File: config.mk
export PLATFORM = sky130hd
export DESIGN_NAME = mem_arbiter
export DESIGN_NICKNAME = d
export VERILOG_FILES = /design/src/rtl/mem_arbiter.sv
export SDC_FILE = /design/constraint.sdc
export NUM_CORES = 1
export LEC_CHECK = 0
export ABC_AREA = 1
export BUFFER_PORTS_ARGS = -buffer_cell sky130_fd_sc_hd__buf_2
export CAP_MARGIN = 20
export CORE_MARGIN = 4
export CORE_UTILIZATION = 25
export DETAILED_ROUTE_END_ITERATION = 6
export GPL_TIMING_DRIVEN = 1
export SETUP_SLACK_MARGIN = 0.4
export SLEW_MARGIN = 25
export SYNTH_ARGS = -nofsm -noshare
export SYNTH_HDL_FRONTEND = slang
export SYNTH_SLANG_ARGS = --single-unit
File: constraint.sdc
create_clock -name clk -period 1.5 [get_ports clk]
set_input_delay 0.3 -clock clk [delete_from_list [all_inputs] [get_ports clk]]
set_output_delay 0.3 -clock clk [all_outputs]
set_load 0.05 [all_outputs]
File: src/rtl/mem_arbiter.sv
// -----------------------------------------------------------------------------
// mem_arbiter
//
// Two-port arbiter in front of a single-ported memory. Port 0 is the CPU,
// port 1 is the DMA/loader. One transaction is in flight at a time and each
// transaction takes exactly three cycles: IDLE (sample and latch the winner),
// ACCESS (drive the memory), DONE (pulse the winner's ack).
//
// Build option:
//   MEM_ARBITER_ROUND_ROBIN_EN  defined   -> simultaneous requests alternate
//                                            between the ports (the port not
//                                            granted most recently wins).
//                               undefined -> fixed priority, port 0 wins.
//   A single requester is served identically in both builds.
//
// Parameters:
//   AW  memory address width (byte address, passed through unmodified)
//   DW  data width
//
// Ports:
//   clk               clock, all state changes on posedge
//   rst               synchronous active-high reset
//   req0/req1         access request per port
//   we0/we1           1 = write, 0 = read
//   addr0/addr1       byte address per port
//   wdata0/wdata1     write data per port
//   ack0/ack1         one-cycle completion pulse per port
//   rdata0/rdata1     read data per port, held until that port's next ack
//   addr              shared memory address (zero outside ACCESS)
//   wr_data           shared memory write data (zero outside ACCESS)
//   en                memory write enable, commit at posedge when high
//   rd_data           memory read data, combinational from addr
//   state_dbg         current FSM state (IDLE=0, ACCESS=1, DONE=2)
//
// Handshake: a requester raises reqN together with weN/addrN/wdataN and keeps
// all of them stable until it sees ackN high for one cycle. Once the request
// has been latched in IDLE, dropping reqN does not cancel it. A request that
// is high during the DONE cycle is not sampled; it is considered again in the
// IDLE cycle that follows, so the best throughput is one access per 3 cycles.
// -----------------------------------------------------------------------------
module mem_arbiter #(
  parameter int AW = 16,
  parameter int DW = 16
) (
  input  logic          clk,
  input  logic          rst,
  input  logic          req0,
  input  logic          req1,
  input  logic          we0,
  input  logic          we1,
  input  logic [AW-1:0] addr0,
  input  logic [AW-1:0] addr1,
  input  logic [DW-1:0] wdata0,
  input  logic [DW-1:0] wdata1,
  output logic          ack0,
  output logic          ack1,
  output logic [DW-1:0] rdata0,
  output logic [DW-1:0] rdata1,
  output logic [AW-1:0] addr,
  output logic [DW-1:0] wr_data,
  output logic          en,
  input  logic [DW-1:0] rd_data,
  output logic [1:0]    state_dbg
);

  typedef enum logic [1:0] {
    IDLE   = 2'd0,
    ACCESS = 2'd1,
    DONE   = 2'd2
  } state_t;

  state_t          state;
  state_t          state_nxt;

  // Latched transaction: winner index (0 = port 0, 1 = port 1) and operands.
  logic            win_q;
  logic            we_q;
  logic [AW-1:0]   addr_q;
  logic [DW-1:0]   wdata_q;

  logic            any_req;
  logic            grant;   // port that wins if a transaction starts now

  assign any_req   = req0 | req1;
  assign state_dbg = state;

  // ---------------------------------------------------------------------------
  // Arbitration
  // ---------------------------------------------------------------------------
`ifdef MEM_ARBITER_ROUND_ROBIN_EN
  // last_q remembers the most recently granted port. Resetting it to 1 makes
  // port 0 the preferred port for the first contended grant.
  logic last_q;

  always_comb begin
    grant = 1'b0;
    if (req0 && req1) begin
      grant = ~last_q;
    end else begin
      grant = req1;
    end
  end

  always_ff @(posedge clk) begin
    if (rst) begin
      last_q <= 1'b1;
    end else if (state == IDLE && any_req) begin
      last_q <= grant;
    end
  end
`else
  // Fixed priority: port 1 only wins when port 0 is not asking.
  always_comb begin
    grant = 1'b0;
    if (!req0) begin
      grant = req1;
    end
  end
`endif

  // ---------------------------------------------------------------------------
  // FSM: state register
  // ---------------------------------------------------------------------------
  always_ff @(posedge clk) begin
    if (rst) begin
      state <= IDLE;
    end else begin
      state <= state_nxt;
    end
  end

  // ---------------------------------------------------------------------------
  // FSM: next state. ACCESS and DONE always last exactly one cycle.
  // ---------------------------------------------------------------------------
  always_comb begin
    state_nxt = IDLE;
    case (state)
      IDLE:    state_nxt = any_req ? ACCESS : IDLE;
      ACCESS:  state_nxt = DONE;
      DONE:    state_nxt = IDLE;
      default: state_nxt = IDLE;
    endcase
  end

  // ---------------------------------------------------------------------------
  // Transaction latch and read-data capture
  // ---------------------------------------------------------------------------
  always_ff @(posedge clk) begin
    if (rst) begin
      win_q   <= 1'b0;
      we_q    <= 1'b0;
      addr_q  <= '0;
      wdata_q <= '0;
      rdata0  <= '0;
      rdata1  <= '0;
    end else begin
      if (state == IDLE && any_req) begin
        win_q   <= grant;
        we_q    <= grant ? we1    : we0;
        addr_q  <= grant ? addr1  : addr0;
        wdata_q <= grant ? wdata1 : wdata0;
      end
      // rd_data is valid during ACCESS of a read because en is low then.
      // Only the winner's read register moves; the other port keeps its data.
      if (state == ACCESS && !we_q) begin
        if (win_q) begin
          rdata1 <= rd_data;
        end else begin
          rdata0 <= rd_data;
        end
      end
    end
  end

  // ---------------------------------------------------------------------------
  // Outputs
  // ---------------------------------------------------------------------------
  always_comb begin
    en      = 1'b0;
    addr    = '0;
    wr_data = '0;
    ack0    = 1'b0;
    ack1    = 1'b0;
    if (state == ACCESS) begin
      addr    = addr_q;
      wr_data = wdata_q;
      // Gating with rst directly keeps a reset asserted during ACCESS from
      // committing a write, even though the state register is still ACCESS.
      en      = we_q & ~rst;
    end
    // ack decodes the registered state, so a reset during DONE still shows
    // the ack in that cycle and clears it from the next one.
    if (state == DONE) begin
      ack0 = ~win_q;
      ack1 = win_q;
    end
  end

endmodule

Word level (Yosys, flattened, before mapping)
Cells that the tools add are included.
{"block": "op_classes", "eq_ne": 2, "mux": 11, "bitwise": 4, "n_reduce_logical": 6}
{"op": "16-bit 2-to-1 mux", "count": 4}
{"op": "1-bit 2-to-1 mux", "count": 6}
{"op": "2-bit case mux with 2 select lines", "count": 1}
{"op": "2-bit AND reduction", "count": 2}
{"op": "2-bit by 1-bit == test with 1-bit output, second input constant", "count": 1}
{"op": "2-bit == test, second input constant", "count": 1}
{"op": "1-bit logical AND", "count": 2}
{"op": "2-bit zero test", "count": 1}
{"op": "1-bit NOT", "count": 2}
{"op": "1-bit AND", "count": 1}
{"op": "1-bit zero test", "count": 1}
{"op": "1-bit bitwise OR", "count": 1}
{"block": "word_totals", "regBits": 68, "inputBits": 86, "output_inout_bits": 69}

Logic depth before layout (Yosys ltp)
Gate-level depths: netlist of run 1.
{"block": "depth", "ltp_word": 3, "ltp_mapped": 7, "mapped_depth_nobuf": 6}

Worst setup path after synthesis of run 1
No wires, ideal clock.
{"block": "synth_path", "path_type": "register to output", "startpoint": "reg state[0], in the netlist state_dbg[0]", "endpoint": "out en", "t_arrival_ns": 2.061, "required_ns": 1.200, "path_slack_ns": -0.861, "stages_incl_launch_ff": 5, "path_buffers": 0, "cell_sequence": "dfxtp_1 inv_2 nor2_4 inv_2 nor3_1"}
{"block": "synth_via", "elab_chain_len": 2}
{"element": "from (decl)", "line_no": "72", "rtl": "state_t state;"}
{"element": "from (signal assigned)", "line_no": "128", "rtl": "state <= state_nxt;"}
{"element": "2-bit by 1-bit == test with 1-bit output", "line_no": "184", "rtl": "if (state == ACCESS) begin"}
{"element": "1-bit 2-to-1 mux", "line_no": "184"}
{"element": "to (decl)", "line_no": "61", "rtl": "output logic en,"}
No other way between the ends.

Worst setup path in the final report of run 1
{"block": "layout_path", "startpoint": "reg state[1], in the netlist state_dbg[1]", "endpoint": "out wr_data[0]"}
{"block": "layout_via", "elab_chain_len": 2}
{"element": "2-bit by 1-bit == test with 1-bit output", "line_no": "184"}
{"element": "16-bit 2-to-1 mux", "line_no": "184"}
{"element": "to (decl)", "line_no": "60", "rtl": "output logic [DW-1:0] wr_data,"}
No other way between the ends.

==> results by group, run 1 <==
Placed design
  • Global placer's final weighted congestion: 0.755
  • Placed Cells: 877
  • Port bufs: 154
  • DP HPWL: 7.47 mm
  • Dpl ws: 0.0982 ns

GRT
  • Vias in the first global route: 4052
  • Initial antenna violation count: 1
  • First-pass GRT wire length: 20.3 mm
  • Total GRT Usage: 16.1%
  • Largest net degree at the start of global routing: 47
  • GRT overflow: 0

Worst setup path
  • Peak per-stage delay on the critical path: 0.37 ns
  • WP data required: 1.20 ns
  • CP most frequent cell: nor2_4
  • FF-to-FF path depth: 10
  • Reg-to-Reg Start: state_dbg[0]
  • Crit-path max FO: 7
  • Critical Path End Type: primary output
  • CP Class: reg2out
  • Slowest cell on crit path: dfxtp_4
  • CP Depth: 5
  • Buf+Inv Stages, Crit Path: 3
  • R2R Path End: addr_q[6]
  • Family with the most delay on the worst path: buffers and inverters
  • Reg-to-reg slack, setup: -0.03 ns
  • Setup crit start kind: register
  • Critical path cell sequence: nor2_4 > inv_6 > buf_16 > nor2_4 > buf_8
  • WP data arrival: 1.39 ns

Synth
  • Post-synthesis sequential area ratio: 39.9%
  • Main area contributors after synthesis: dfxtp_1 40%, nand2_1 22%, nor2_1 18%
  • Seq cells post-synth: 68
  • Syn avg cell area: 6.04 um2
  • Cell Area, Synth: 0.00341 mm2
  • Mapped Cells: 565
  • Ys Warns: 0
  • Post-synth EDFFs: 0
  • Synth Flop Type: dfxtp_1
  • Top-count cell post-synth: nand2_1
  • Commonest cells in the synthesized netlist: 200 x nand2_1, 165 x nor2_1, 68 x dfxtp_1
  • Syn_nets: 651
  • Post-synth top area share: 39.9%
  • Largest area contributor in the netlist: dfxtp_1
  • Netlist cell types: 16
  • FFs w/ async S/R, synth: 0%

Finish
  • # diodes: 0
  • Share of cells above drive strength 1: 56.2%
  • Nets: 844
  • Fin cells: 939
  • Layout area overhead: 107%
  • Post-layout util: 53.2%

Timing
  • Worst slew pin tran: 0.332 ns
  • Hold WS: 0.230 ns
  • Post-route worst setup slack: -0.194 ns
  • # setup viols final: 43
  • F_max: 590 MHz
  • Worst Skew: 0.00437 ns
  • Fin crit share: 113%
  • Max Slew Vio Count: 0
  • Final hold vios: 0
  • Fin crit period: 1.69 ns
  • Unrepaired setup endpoints after global routing: true
  • Slew margin rel.: 77.9%

Outcome
  • Outcome: finished with violations
  • Failing checks: negative setup slack

Routing
  • Vias per Instance: 4.35
  • ANT nets after route: 0
  • Routed WL per cell: 14.1 um
  • Initial DRC count: 205
  • Drt drc: 0
  • DRT Wirelength: 13.2 mm
  • Routed vias: 4088
  • Drt pass-1 iters: 4

Floorplan
  • Row count: 42
  • Die width: 125 um
  • Io pins: 155
  • Die area: 0.0156 mm2
  • Core area: 0.0133 mm2
  • Starting Density: 25.7%
  • Chip height: 125 um

Worst hold path
  • Hold worst-path end: win_q
  • WHS Path Cells: 2
  • Hold_sp: rst
  • Hold Crit Class: in2reg

CTS
  • Reg clk slew, reported paths: 0.05 ns
  • H-tree depth: 3
  • Clock root cell: clkbuf_16
  • CTS tree: yes
  • Clock latency on the worst-skew pair: 0.34 ns
  • Post-CTS Hold Fix Bufs: 0
  • CTS Buffer Depth: 2
  • Cts bufs inserted: 9
  • CTS Sinks: 68

Pwr
  • VDD IR-drop max: 0.000470 V
  • LEAKAGE: 3.31 nW
  • PD cells: 978 mW/mm2
  • Total power: 0.00692 W

Flow run
  • Total of max-cap violations: 0
## worst max-delay path by stage
stage            startpoint  slack [ns]    endpoint
3_3_place_gp   state_dbg[1]        0.11  wr_data[0]
5_1_grt        state_dbg[1]       -0.25    addr[10]
3_5_place_dp   state_dbg[1]         0.1    addr[15]
4_1_cts        state_dbg[0]       -0.19     addr[0]
2_1_floorplan  state_dbg[0]       -0.05     addr[0]
6_report       state_dbg[1]       -0.19  wr_data[0]
## where the power goes
part / switching [W] / leakage (nW) / internal, W
combinational: 0.00140 / 2.57 / 0.00108
clock: 0.000831 / 0.160 / 0.00155
sequential: 0.0000946 / 0.580 / 0.00197
total: 0.00232 / 3.31 / 0.00459
## placed cells by master (no fill, tap or decap)
cell | synthesis | final
nand2_1 | 200 | 161
nor2_4 | 4 | 91
buf_2 | 14 | 85
nor2_1 | 165 | 59
inv_1 | 50 | 49
buf_8 | 0 | 43
buf_6 | 2 | 35
dfxtp_1 | 68 | 33
nand4_1 | 32 | 32
nand2_2 | 0 | 29
buf_4 | 7 | 25
nor2_2 | 0 | 19
dfxtp_2 | 0 | 18
clkbuf_16 | 0 | 17
dfxtp_4 | 0 | 17
buf_12 | 0 | 13
nand2_4 | 0 | 10
buf_16 | 0 | 7
inv_2 | 6 | 5
nor3_4 | 0 | 3
o21ai_4 | 0 | 2
bufinv_16 | 0 | 2
clkinv_2 | 0 | 2
clkinvlp_4 | 0 | 2
inv_6 | 0 | 1
inv_4 | 0 | 1
nand3_4 | 0 | 1
a21oi_2 | 0 | 1
## layout make-up
| type | instances | area [um2] |
|---|---|---|
| clock buffer | 10 | 250 |
| tap | 176 | 220 |
| fill | 1209 | 6220 |
| inverter | 56 | 218 |
| timing repair buffer | 215 | 2280 |
| multi-input combinational | 408 | 2570 |
| sequential | 68 | 1450 |
| clock inverter | 6 | 85.1 |
## metrics by stage
step | instance area [um2] | setup TNS, ns
after global placement | 4720 | 0
after CTS | 6500 | -5.69
final | 7070 | -5.79
after global routing | 7070 | -9.46
after floorplan | 3780 | -1.00
after detailed placement | 4720 | 0
## registers in the layout, indices dropped and copies added (netlist names)
signal     count
win_q          1
addr_q        16
we_q           1
wdata_q       16
state_dbg      2
rdata1        16
rdata0        16
## kinds of logic (layout without fill, tap and decap cells)
| family | after synthesis | in the layout | share of synthesized area [%] |
|---|---|---|---|
| AND/OR/NAND/NOR | 405 | 405 | 48.1 |
| buffers and inverters | 90 | 287 | 11.6 |
| flip-flops | 68 | 68 | 39.9 |
| AO/OA/AOI/OAI | 2 | 3 | 0.403 |
## per-layer routing
metal  vias up  track usage, %  wire length [um]
met5         -               0                 7
li1       2086               -                 -
met4         2            5.42               212
met2       140            28.0              6720
met3        19            5.40               997
met1      1841            18.6              5260
## what timing repair did
| item | in CTS | in global routing |
|---|---|---|
| pin swaps | 83 | 27 |
| gates cloned | 12 | 3 |
| resized for setup | 333 | 113 |
| setup endpoints to repair | 134 | 136 |
| setup buffers | 17 | 14 |
(Power assumes the default switching activity.)
==> run 2, diff against run 1 <==
CELL_PAD_IN_SITES_DETAIL_PLACEMENT = 1   (was unset)
CELL_PAD_IN_SITES_GLOBAL_PLACEMENT = 1   (was unset)
PLACE_DENSITY_LB_ADDON = 0.1   (was unset)
REMOVE_ABC_BUFFERS = 1   (was unset)
==> run 2 against run 1 <==
  * The run still ends with negative setup slack left
  * Clock power decreased by 22%
  * Global-route usage is 1.9 points higher
  * Clock-buffer cell count rose by 2
  * Clock skew grew 0.0013 ns
  * Cell count rose by 0.64%
  * Sequential cell count stayed put
  * Die area is the same
  * Largest cell class is now non-clock buffers
  * Highest routed layer is now met4
==> results by group, run 2 (same netlist as run 1, synthesis figures left out) <==
Outcome
  • Outcome: finished with violations
  • Failing checks: negative setup slack

CTS
  • H-tree depth: 3 (unchanged)
  • Post-CTS Hold Fix Bufs: 0 (unchanged)
  • CTS Sinks: 68 (unchanged)
  • Reg clk slew, reported paths: 0.06 ns (about the same)
  • Clock latency on the worst-skew pair: 0.33 ns (about the same)
  • Clock root cell: clkbuf_16
  • CTS Buffer Depth: 2 (unchanged)
  • CTS tree: yes
  • Cts bufs inserted: 9 (unchanged)

Floorplan
  • Die width: 125 um (unchanged)
  • Starting Density: 25.7% (unchanged)
  • Core area: 0.0133 mm2 (unchanged)
  • Die area: 0.0156 mm2 (unchanged)
  • Chip height: 125 um (unchanged)
  • Io pins: 155 (unchanged)
  • Row count: 42 (unchanged)

Worst setup path
  • Buf+Inv Stages, Crit Path: 7 (+4)
  • Critical path cell sequence: buf_6 > buf_6 > buf_6 > nor2_4 > o21ai_4 > buf_12 > buf_12 > buf_12 > buf_16 > nand2_4 > nand2_2 > nor2_1
  • Reg-to-reg slack, setup: -0.18 ns (-0.15 ns)
  • CP Class: reg2reg
  • WP data required: 1.77 ns (+0.57 ns)
  • Reg-to-Reg Start: state_dbg[0]
  • R2R Path End: addr_q[9]
  • Setup crit start kind: register
  • Crit-path max FO: 5 (-2)
  • Family with the most delay on the worst path: buffers and inverters
  • WP data arrival: 1.95 ns (+0.56 ns)
  • FF-to-FF path depth: 12 (+2)
  • Peak per-stage delay on the critical path: 0.32 ns (-0.05 ns)
  • Slowest cell on crit path: dfxtp_2
  • Critical Path End Type: register

GRT
  • Largest net degree at the start of global routing: 48 (+2.1%)
  • M3 GR Usage: 3.77% (-1.6 points)
  • GRT overflow: 0 (unchanged)
  • Total GRT Usage: 18.0% (+1.9 points)
  • Vias in the first global route: 4485 (+11%)
  • Gr busiest metal: met2
  • Met2 Usage GRT: 33.4% (+5.4 points)
  • First-pass GRT wire length: 22.6 mm (+11%)
  • Global Route met1 Usage: 21.0% (+2.4 points)
  • Initial antenna violation count: 0 (-1)

Routing
  • Initial DRC count: 120 (-41%)
  • ANT nets after route: 0 (unchanged)
  • DRT Wirelength: 14.4 mm (+9.2%)
  • Drt drc: 0 (unchanged)
  • Vias per Instance: 4.43 (+1.7%)
  • Routed WL per cell: 15.3 um (+8.5%)
  • Drt pass-1 iters: 4 (unchanged)
  • Routed vias: 4183 (+2.3%)

Pwr
  • VDD IR-drop max: 0.000552 V (+17%)
  • PD cells: 945 mW/mm2 (-3.4%)
  • Total power: 0.00644 W (-6.9%)
  • LEAKAGE: 3.25 nW (-1.6%)

Timing
  • Final hold vios: 0 (unchanged)
  • Worst Skew: 0.00565 ns (+0.00128 ns)
  • Worst slew pin tran: 0.313 ns (-0.0194 ns)
  • Max Slew Vio Count: 0 (unchanged)
  • Post-route worst setup slack: -0.182 ns (+0.0122 ns)
  • Fin crit period: 1.68 ns (-0.0122 ns)
  • Hold WS: 0.193 ns (-0.0375 ns)
  • Slew margin rel.: 79.2% (+1.3 points)
  • # setup viols final: 70 (+63%)
  • F_max: 595 MHz (+0.73%)
  • Fin crit share: 112% (-0.81 points)
  • Unrepaired setup endpoints after global routing: true

Finish
  • Nets: 851 (+0.83%)
  • Post-layout util: 51.3% (-1.9 points)
  • Fin cells: 945 (+0.64%)
  • Share of cells above drive strength 1: 54.4% (-1.9 points)
  • Total of fill cells in the finished design: 1594 (+32%)
  • Commonest cells after routing, fill and taps aside: 165 x nand2_1, 85 x buf_2, 68 x nor2_1, 56 x nor2_4, 49 x inv_1
  • Layout area overhead: 99.7%
  • # diodes: 0 (unchanged)
  • Most common cell after layout, fill and taps aside: nand2_1

Placed design
  • Global placer's final weighted congestion: 0.742 (-1.6%)
  • DP HPWL: 8.20 mm (+9.8%)
  • Port bufs: 154 (unchanged)
  • Placed Cells: 875 (-0.23%)

Flow run
  • Total of max-cap violations: 0 (unchanged)

Worst hold path
  • Hold_sp: rst
  • Hold Crit Class: in2reg
  • WHS Path Cells: 2 (unchanged)
  • Hold worst-path end: win_q
==> run 2: worst max-delay path by stage <==
| stage | start | end | slack (ns) | cells after the start |
|---|---|---|---|---|
| detailed placement | state_dbg[0] | wr_data[1] | 0.05 | 6 |
| CTS | state_dbg[0] | addr[6] | -0.18 | 6 |
| floorplan | state_dbg[0] | en | -1.41 | 4 |
| global route | state_dbg[0] | addr_q[9] | -0.25 | 12 |
| global placement | state_dbg[0] | wr_data[8] | 0.10 | 6 |
| finish | state_dbg[0] | addr_q[9] | -0.18 | 12 |
==> run 2: worst register-to-register path, stage by stage (launching register included) <==
cell	delay [ns]
dfxtp_2	0.32
buf_6	0.11
buf_6	0.11
buf_6	0.11
nor2_4	0.13
o21ai_4	0.10
buf_12	0.13
buf_12	0.14
buf_12	0.13
buf_16	0.14
nand2_4	0.06
nand2_2	0.04
nor2_1	0.11
==> run 2: power breakdown <==
part	switching, W	internal, W
registers	0.0000876	0.00197
clock network	0.000761	0.00110
logic	0.00140	0.00111
total	0.00225	0.00419
==> run 2: metrics by stage <==
step | TNS (ns) | area (um2) | setup slack (ns)
after floorplan | -54.20 | 3230 | -1.41
after global placement | 0 | 4390 | 0.102
after detailed placement | 0 | 4390 | 0.0503
after CTS | -7.69 | 6340 | -0.179
after global routing | -13.27 | 6820 | -0.246
final | -8.26 | 6820 | -0.182
==> run 2: final cells by class <==
cell class	count	area, um2	area share [%]
Clock buffer	12	236	3.47
Inverter	56	218	3.19
Multi-Input combinational cell	407	2330	34.3
Tap cell	176	220	3.23
Sequential cell	68	1420	20.9
Timing Repair Buffer	223	2370	34.8
Clock inverter	3	15.0	0.220
==> run 2: metal layers <==
layer / wire length [um] / part of all wire (%)
met5: 0 / 0
met4: 168 / 1.2
met3: 707 / 4.9
met2: 7560 / 52
met1: 5980 / 41
==> run 2: what timing repair did <==
action	4_1_cts	5_1_grt
gates resized for setup	361	89
cloned	12	1
setup endpoints to repair	136	136
pin swaps	62	26
buffers inserted	23	19
==> run 3, diff against run 2 <==
REMOVE_ABC_BUFFERS = unset   (was 1)
==> run 3 against run 2 <==
  * The run still ends with negative setup slack left
  * Global-route usage is 0.14 points lower
  * Routed wire length decreased by 1.3%
  * Cell count shrank 0.32%
  * Clock skew is essentially flat
  * Clock power up 17%
  * Sequential cell count unchanged
  * Register-to-register slack better by 0.03 ns
  * Die area stayed put
  * Sequential power barely moved
  * Setup slack worse by 0.014 ns
  * Combinational power grew 2%
  * Critical path type is now reg2out
  * Highest routed layer unchanged
==> results by group, run 3 (same netlist as run 1, synthesis figures left out) <==
Worst setup path
  • Setup crit start kind: register
  • CP most frequent cell: nor2_4
  • WP data required: 1.20 ns (-0.57 ns)
  • CP Depth: 6 (-6)
  • Buf+Inv Stages, Crit Path: 4 (-3)
  • WP data arrival: 1.40 ns (-0.55 ns)
  • Crit-path max FO: 17 (+12)
  • Critical path cell sequence: inv_2 > nor2_4 > inv_4 > buf_12 > nor2_4 > buf_8
  • CP Class: reg2out
  • Peak per-stage delay on the critical path: 0.35 ns (+0.03 ns)
  • Slowest cell on crit path: dfxtp_4
  • Family with the most delay on the worst path: buffers and inverters
  • FF-to-FF path depth: 11 (-1)
  • Critical Path End Type: primary output

Routing
  • Met2 WL post-DR: 7.20 mm (-4.8%)
  • DRT Wirelength: 14.2 mm (-1.3%)
  • Top sig layer: met4
  • Drt pass-1 iters: 4 (unchanged)
  • Drt drc: 0 (unchanged)
  • Initial DRC count: 127 (+5.8%)
  • Met3 wire length: 663 um (-6.2%)
  • Routed WL per cell: 15.1 um (-0.98%)
  • Vias per Instance: 4.42 (-0.26%)
  • Routed vias: 4159 (-0.57%)
  • ANT nets after route: 0 (unchanged)
  • Metal-1 WL: 6.13 mm (+2.4%)

Worst hold path
  • WHS Path Cells: 2 (unchanged)
  • Hold Crit Class: in2reg

Pwr
  • Net Switching: 0.00232 W (+3.1%)
  • Clock power frac: 32.0% (+3.1 points)
  • LEAKAGE: 3.26 nW (+0.33%)
  • Sequential share of power: 30.4% (-1.6 points)
  • Comb power frac: 37.7% (-1.4 points)
  • VDD IR-drop max: 0.000609 V (+10%)
  • Sw Ratio: 34.2% (-0.79 points)
  • Total power: 0.00680 W (+5.5%)
  • Internal power: 0.00447 W (+6.8%)
  • PD cells: 978 mW/mm2 (+3.5%)

Timing
  • Worst Skew: 0.00523 ns (-0.000424 ns)
  • Post-route worst setup slack: -0.196 ns (-0.0137 ns)
  • Worst slew pin tran: 0.320 ns (+0.00707 ns)
  • Slew margin rel.: 78.7% (-0.47 points)
  • Max Slew Vio Count: 0 (unchanged)
  • Fin crit period: 1.70 ns (+0.0137 ns)
  • Setup tns final: -7.06 ns (+1.20 ns)
  • F_max: 590 MHz (-0.81%)
  • Unrepaired setup endpoints after global routing: true
  • Final hold vios: 0 (unchanged)
  • Fin crit share: 113% (+0.91 points)
  • # setup viols final: 66 (-5.7%)

Floorplan
  • Core area: 0.0133 mm2 (unchanged)
  • Io pins: 155 (unchanged)
  • Chip height: 125 um (unchanged)
  • Die area: 0.0156 mm2 (unchanged)
  • Starting Density: 25.7% (unchanged)
  • Row count: 42 (unchanged)
  • Die width: 125 um (unchanged)

CTS
  • CTS Buffer Depth: 2 (unchanged)
  • H-tree depth: 3 (unchanged)
  • Reg clk slew, reported paths: 0.06 ns (about the same)
  • CTS tree: yes
  • Post-CTS Hold Fix Bufs: 0 (unchanged)
  • Clock latency on the worst-skew pair: 0.33 ns (about the same)
  • Cts bufs inserted: 9 (unchanged)
  • CTS Sinks: 68 (unchanged)
  • Clock root cell: clkbuf_16

Outcome
  • Failing checks: negative setup slack
  • Outcome: finished with violations

Placed design
  • Dpl ws: 0.0754 ns (+0.0251 ns)
  • Port bufs: 154 (unchanged)
  • DP HPWL: 8.48 mm (+3.5%)
  • Global placer's final weighted congestion: 0.789 (+6.3%)
  • Placed Cells: 875 (unchanged)

Finish
  • Commonest cells after routing, fill and taps aside: 157 x nand2_1, 85 x buf_2, 67 x nor2_1, 66 x nor2_4, 49 x inv_1
  • # diodes: 0 (unchanged)
  • Fin cells: 942 (-0.32%)
  • Most common cell after layout, fill and taps aside: nand2_1
  • Share of cells above drive strength 1: 55.6% (+1.3 points)
  • Total of fill cells in the finished design: 1597 (+0.19%)
  • Nets: 847 (-0.47%)
  • Post-layout util: 52.3% (+1.0 points)
  • Layout area overhead: 104%

GRT
  • Vias in the first global route: 4467 (-0.40%)
  • Initial antenna violation count: 0 (unchanged)
  • First-pass GRT wire length: 22.7 mm (+0.37%)
  • Total GRT Usage: 17.9% (-0.14 points)
  • Largest net degree at the start of global routing: 46 (-4.2%)
  • GRT overflow: 0 (unchanged)

Flow run
  • Total of max-cap violations: 0 (unchanged)
## run 3: cell types whose count changed in the layout (fill, tap and decap cells not counted), moves of 2 or more
cell      before  now
buf_8         39   46
clkbuf_1       3    1
nand2_4       11   13
nand2_1      165  157
clkbuf_8       0    2
buf_6         39   32
nand2_2       24   30
nor2_2        45   36
nor2_4        56   66
nor3_4         1    3
buf_4         30   27
## run 3: final timing paths
path | start | end | slack (ns)
min | rst | win_q | 0.26
max | state_dbg[0] | addr[11] | -0.20
max reg2reg | state_dbg[0] | wdata_q[0] | -0.15
min reg2reg | rdata1[2] | rdata1[2] | 0.49
## run 3: cell type report
type / instances / area, um2 / share of cell area [%]
clock buffer: 12 / 256 / 3.69
timing repair buffer: 219 / 2350 / 33.9
multi-input combinational: 407 / 2430 / 35.0
sequential: 68 / 1420 / 20.4
inverter: 56 / 220 / 3.17
clock inverter: 4 / 47.5 / 0.684
tap: 176 / 220 / 3.17
## run 3: per-stage QoR
stage          instance area, um2  hold slack (ns)
3_3_place_gp                 4690            0.462
2_1_floorplan                3780            0.363
3_5_place_dp                 4690            0.466
4_1_cts                      6620            0.235
5_1_grt                      6950            0.264
6_report                     6950            0.263
## run 3: power by group through the flow
stage / clock network, W / logic, W / registers, W
2_1_floorplan: 0 / 0.000965 / 0.00226
4_1_cts: 0.00224 / 0.00238 / 0.00207
6_report: 0.00217 / 0.00256 / 0.00206
3_3_place_gp: 0 / 0.00152 / 0.00206
5_1_grt: 0.00232 / 0.00274 / 0.00208
3_5_place_dp: 0 / 0.00154 / 0.00207
## run 3: layer usage
layer	global-route usage [%]	vias up
li1	-	2090
met1	22.0	1943
met2	31.4	111
met3	3.77	15
met4	5.55	0
met5	0	-
## run 3: what timing repair did
item	4_1_cts	5_1_grt
hold endpoints to repair	0	0
setup endpoints to repair	136	136
pin swaps	72	21
cloned	12	1
resized for setup	348	58
setup buffers	25	13
